===== src/rtl/instr_fetch_if.sv =====
// Fetch bundle: consumer handshake toward control plus the synchronous instruction-array port.
// master = fetch unit side, slave = control/array side.
interface instr_fetch_if;
   logic        rom_rd;
   logic [15:0] ROM_data;
   logic        rom_valid;
   logic [11:0] pc_out;
   logic        redirect;
   logic [11:0] redirect_pc;
   logic        imem_en;
   logic [11:0] imem_addr;
   logic [15:0] imem_rdata;

   modport master (
      input  rom_rd, redirect, redirect_pc, imem_rdata,
      output ROM_data, rom_valid, pc_out, imem_en, imem_addr
   );

   modport slave (
      output rom_rd, redirect, redirect_pc, imem_rdata,
      input  ROM_data, rom_valid, pc_out, imem_en, imem_addr
   );
endinterface


===== src/rtl/instr_fetch.sv =====
// Instruction prefetcher: 2-entry {instr, pc} buffer fed from a 1-cycle-latency array.
// Optional IFETCH_PERF_EN adds fetch_cnt/flush_cnt performance counters.
//
// state | meaning
// BOOT  | first cycle after reset, no fetch issued
// RUN   | normal prefetch, responses pushed into buffer
// REDIR | cycle after a redirect; the response arriving now is stale and dropped
module instr_fetch (
   input  logic          clk,
   input  logic          rst,
`ifdef IFETCH_PERF_EN
   output logic [15:0]   fetch_cnt,
   output logic [15:0]   flush_cnt,
`endif
   instr_fetch_if.master bus
);
   typedef enum logic [1:0] {BOOT = 2'd0, RUN = 2'd1, REDIR = 2'd2} state_t;

   state_t      state;
   logic [1:0]  count;
   logic        inflight;
   logic [11:0] fetch_pc;
   logic [11:0] issue_pc;
   logic [15:0] instr_q [2];
   logic [11:0] pc_q [2];
   logic        head_valid;
   logic        pop;
   logic        push;
   logic        fetch_go;
   logic [2:0]  occupancy;

   // Occupancy counts in-flight reads, so a read is only issued when its slot is guaranteed.
   always_comb begin
      head_valid = ~rst & (count != 2'd0);
      pop        = bus.rom_rd & head_valid & ~bus.redirect;
      push       = inflight & (state != REDIR);
      occupancy  = {1'b0, count} + {2'b00, inflight} - {2'b00, pop};
      fetch_go   = ~rst & (state != BOOT) & (occupancy < 3'd2);
   end

   assign bus.rom_valid = head_valid;
   assign bus.ROM_data  = head_valid ? instr_q[0] : 16'h0000;
   assign bus.pc_out    = head_valid ? pc_q[0] : 12'h000;
   assign bus.imem_en   = fetch_go;
   assign bus.imem_addr = fetch_pc;

   always_ff @(posedge clk) begin
      if (rst) begin
         state    <= BOOT;
         count    <= 2'd0;
         inflight <= 1'b0;
         fetch_pc <= 12'h000;
         issue_pc <= 12'h000;
      end else begin
         inflight <= fetch_go;
         if (fetch_go)
            issue_pc <= fetch_pc;
         if (bus.redirect) begin
            state    <= REDIR;
            count    <= 2'd0;
            fetch_pc <= bus.redirect_pc;
         end else begin
            state <= RUN;
            if (fetch_go)
               fetch_pc <= fetch_pc + 12'd1;
            case ({push, pop})
               2'b10: begin
                  instr_q[count[0]] <= bus.imem_rdata;
                  pc_q[count[0]]    <= issue_pc;
                  count             <= count + 2'd1;
               end
               2'b01: begin
                  instr_q[0] <= instr_q[1];
                  pc_q[0]    <= pc_q[1];
                  count      <= count - 2'd1;
               end
               2'b11: begin
                  if (count == 2'd1) begin
                     instr_q[0] <= bus.imem_rdata;
                     pc_q[0]    <= issue_pc;
                  end else begin
                     instr_q[0] <= instr_q[1];
                     pc_q[0]    <= pc_q[1];
                     instr_q[1] <= bus.imem_rdata;
                     pc_q[1]    <= issue_pc;
                  end
               end
               default: ;
            endcase
         end
      end
   end

`ifdef IFETCH_PERF_EN
   always_ff @(posedge clk) begin
      if (rst) begin
         fetch_cnt <= 16'h0000;
         flush_cnt <= 16'h0000;
      end else begin
         if (pop)
            fetch_cnt <= fetch_cnt + 16'd1;
         if (bus.redirect)
            flush_cnt <= flush_cnt + 16'd1;
      end
   end
`endif
endmodule


===== src/flat_wrapper.sv =====
// flat-port wrapper written by rule: the top's interface ports become plain ports
module instr_fetch_flat 
  (clk, rst, bus_rom_rd, bus_redirect, bus_redirect_pc, bus_imem_rdata, bus_ROM_data, bus_rom_valid, bus_pc_out, bus_imem_en, bus_imem_addr);
  instr_fetch_if bus_i ();
  input  logic clk;
  input  logic rst;
  input wire logic [$bits(bus_i.rom_rd)-1:0] bus_rom_rd;
  input wire logic [$bits(bus_i.redirect)-1:0] bus_redirect;
  input wire logic [$bits(bus_i.redirect_pc)-1:0] bus_redirect_pc;
  input wire logic [$bits(bus_i.imem_rdata)-1:0] bus_imem_rdata;
  output wire logic [$bits(bus_i.ROM_data)-1:0] bus_ROM_data;
  output wire logic [$bits(bus_i.rom_valid)-1:0] bus_rom_valid;
  output wire logic [$bits(bus_i.pc_out)-1:0] bus_pc_out;
  output wire logic [$bits(bus_i.imem_en)-1:0] bus_imem_en;
  output wire logic [$bits(bus_i.imem_addr)-1:0] bus_imem_addr;
  assign bus_i.rom_rd = bus_rom_rd;
  assign bus_i.redirect = bus_redirect;
  assign bus_i.redirect_pc = bus_redirect_pc;
  assign bus_i.imem_rdata = bus_imem_rdata;
  assign bus_ROM_data = bus_i.ROM_data;
  assign bus_rom_valid = bus_i.rom_valid;
  assign bus_pc_out = bus_i.pc_out;
  assign bus_imem_en = bus_i.imem_en;
  assign bus_imem_addr = bus_i.imem_addr;
  instr_fetch u_core (.clk(clk), .rst(rst), .bus(bus_i));
endmodule

===== config.mk =====
export PLATFORM = sky130hd
export DESIGN_NAME = instr_fetch_flat
export DESIGN_NICKNAME = d
export VERILOG_FILES = /design/src/rtl/instr_fetch_if.sv /design/src/rtl/instr_fetch.sv /design/src/flat_wrapper.sv
export SDC_FILE = /design/constraint.sdc
export NUM_CORES = 1
export LEC_CHECK = 0
export BUFFER_PORTS_ARGS = -buffer_cell sky130_fd_sc_hd__buf_2
export CORE_UTILIZATION = 54
export DETAILED_ROUTE_END_ITERATION = 10
export HOLD_SLACK_MARGIN = 0.12
export PLACE_DENSITY = 0.82
export SETUP_SLACK_MARGIN = 0.4
export SLEW_MARGIN = 25
export SYNTH_ARGS = -nofsm -noshare
export SYNTH_HDL_FRONTEND = slang
export SYNTH_SLANG_ARGS = --single-unit

===== constraint.sdc =====
create_clock -name clk -period 4.8 [get_ports clk]
set_clock_uncertainty 0.15 [all_clocks]
set_input_delay 0.48 -clock clk [delete_from_list [all_inputs] [get_ports clk]]
set_output_delay 0.48 -clock clk [all_outputs]
set_load 0.01 [all_outputs]

==> impl_results.md <==
- CP Capture Type: output pin
- Most Crowded Layer GR: met2
- Core area: 6422 sq um
- Synth-to-layout area growth: 18.54%
- Detail Placement HPWL: 4540 microns
- Num CTS Buffers: 9
- Sink Count: 85
- Final hold vios: 0
- # rows: 29
- Layout Nets: 409
- YS warnings: 0
- Adder-cell area share of the yosys netlist: 0.02963
- Max Fclk: 257.5 MHz
- Hold WC Path Type: input pin to flip-flop
- # setup viols final: 0
- Worst-case clock buffer depth: 2
- Seq cells post-synth: 85
- Ant. Diodes: 0
- Drt via density: 5.472
- Largest family of logic cells by synthesized area: simple AND/OR/NAND/NOR gates
- Worst Path Max Fanout: 15
- Detailed-route via count: 2468
- Cell taking the most area after synthesis: edfxtp_1
- Layout cells sized above 1: 0.3476
- GR Util All Layers: 0.2059
- Final setup margin: 0.9171 ns
- Main synth FF type: edfxtp_1
- Post-CTS Resized: 0
- Clk network pwr share: 0.382
- Met3 global-route usage: 0.04946
- Synth Area in Compound Gates: 0.06168
- Internal: 1147 uW
- Post-synth top area share: 0.4631
- Synthesized net count: 334
- Post-route minimum period: 3.883 ns
- Netlist Area Pre-Place: 3631 sq um
- Worst setup path class: flip-flop to output pin
- Tcrit/Tclk final: 0.8089
- Post-Layout Cell Count: 451
- Inst Count DP: 435
- Most common cell in the netlist: edfxtp_1
- Drt wl/cell: 15.13 microns
- Clk slew on worst S/H paths: 0.09 ns
- Setup bufs post-CTS: 0
- Gate Count Post-Synth: 294
- Full die area: 7056 sq um
- Power Density: 348.2 nW/um^2
- Net Sw Power: 351.3 uW
- DP Worst Slack: 1.111 ns
- XOR/XNOR Fraction of Synth Area: 0.01688
- First-pass GRT wire length: 11220 microns
- Maximum capacitance violations: 0
- Vias in the first global route: 2310
- Top cells by count, synth: edfxtp_1 (56), nand2_1 (30), and2_1 (29), dfxtp_1 (29), mux2_2 (28)
- DRC errors left: 18
- Reg power frac: 0.545
- RSZ-0062 raised after global routing: false
- CP required: 4.17 ns
- Register area share after synthesis: 0.6230
- Congestion Overflow GR: 0
- Final WL: 6823 microns
- Async set-reset flop share out of synthesis: 0
- Worst skew pair latency: 0.35 ns
- Htree depth: 3
- Worst setup SP type: flip-flop
- Port bufs: 73
- Combinational share of power: 0.072
- Worst hold slack: 0.1570 ns
- Final ANT Viol Nets: 0
- Largest net degree at the start of global routing: 30
- Synth Area in Simple Gates: 0.1530
- Max-slew violation count: 0
- Outcome: complete, but fails checks
- Initial Util: 0.5654
- Global routing usage on met1: 0.2856
- Post-synth EDFFs: 56
- Setup_tns: 0 ns
- Final GP Congestion: 0.9087
- Initial antenna violation count: 0
- Leak pwr: 0.001742 uW
- Placed cell areas: 4075 sq um
- Root Driver: clkbuf_8
- Slew HR: 0.6892
- Top cells by area, synth: edfxtp_1 (46%), dfxtp_1 (16%), mux2_2 (8.7%)
- Met2 usage: 0.3152
- Synth cell types: 35
- Height of the die: 84 microns
- Final instance area: 4304 sq um
- Critical Path AT: 3.25 ns
- Fraction of synthesized area in multiplexers: 0.08684
- CTS tree: yes
- DIE WIDTH: 84 microns
- Violated checks: design-rule violations
- Fillers: 465
- # IOs: 74
- Switching Fraction: 0.2344
- VDD IR max: 0.1548 mV
- First drt pass iteration count: 8
- Least-Margin Pin Slew: 0.4619 ns
- Starting DRC count in detailed routing: 98
- Syn Area/Cell: 12.35 sq um
- Post-CTS Hold Buffers: 0
worst paths after layout:
| kind | from | cells past startpoint | to | slack (ns) |
|---|---|---|---|---|
| min reg2reg | u_core.issue_pc[3]$_SDFFE_PP0P_ | 0 | u_core.pc_q[1][3]$_DFFE_PP_ | 0.32 |
| max reg2reg | u_core.count[0]$_SDFFE_PP0P_ | 12 | u_core.bus.imem_addr[10]$_SDFFE_PP0P_ | 1.20 |
| min | bus_imem_rdata[14] | 1 | u_core.instr_q[1][14]$_DFFE_PP_ | 0.16 |
| max | u_core.count[0]$_SDFFE_PP0P_ | 12 | bus_imem_en | 0.92 |
cells in the final DEF (no fill, tap or decap), types with 2 or more instances in the layout:
cell	n
nor2_2	2
nand3_1	7
mux2_2	28
xor2_1	4
a211oi_1	5
nor2_1	14
ha_1	7
or2_2	2
nor4_1	2
a21oi_1	13
edfxtp_1	56
clkbuf_8	9
nand2_1	30
buf_4	6
nand4_1	3
and2_1	29
inv_1	9
or3_1	6
a311oi_1	6
dfxtp_1	29
inv_6	2
nor2b_1	2
xnor2_1	3
buf_2	73
or4_1	4
o21ai_0	7
bufinv_16	2
routing by layer:
layer / wire [microns] / up-vias
met3: 492 / 8
met2: 3060 / 99
li1: - / 1205
met5: 0 / -
met4: 89 / 0
met1: 3180 / 1156
stage by stage:
step | utilization | total power (uW)
finish | 0.6702 | 1499
global route | 0.6702 | 1553
CTS | 0.6702 | 1512
detailed placement | 0.6345 | 942.4
global placement | 0.6345 | 938.5
floorplan | - | 895.0
worst max-delay path: stages, from the launching register on:
cell	delay (ns)
dfxtp_1	0.41
inv_1	0.11
ha_1	0.21
nor2_1	0.14
nand3_1	0.12
inv_1	0.12
ha_1	0.23
nand2b_1	0.15
fa_1	0.53
nand2b_4	0.07
or3_1	0.40
inv_2	0.22
buf_2	0.18
power groups by stage:
stage	combinational [uW]	clock [uW]	sequential [uW]
finish	108	573	817
global route	121	612	820
CTS	109	585	817
detailed placement	109	0	834
global placement	106	0	833
floorplan	64.1	0	831
area by class of cell:
type,count,area [sq um],share of cell area
inverters,10,37.54,0.008721
clock inverters,7,105.1,0.02442
flip-flops and latches,85,2262,0.5256
clock buffers,9,123.9,0.02878
multi-input cells,184,1269,0.2948
repair buffers,79,410.4,0.09535
well taps,77,96.34,0.02238
registers in the layout, indices dropped and copies added (netlist names):
register,count
u_core.inflight,1
u_core.count,2
u_core.issue_pc,12
u_core.state,2
u_core.instr_q,32
u_core.bus.imem_addr,12
u_core.pc_q,24
cell families (layout without fill, tap and decap cells):
logic type,Yosys count,count (layout)
flops,85,85
xor+xnor,7,7
simple gates,106,106
compound gates,35,35
mux,28,28
buf+inv,25,105
fa+ha+maj,8,8
No activity file was read; power rests on OpenSTA's default activity.
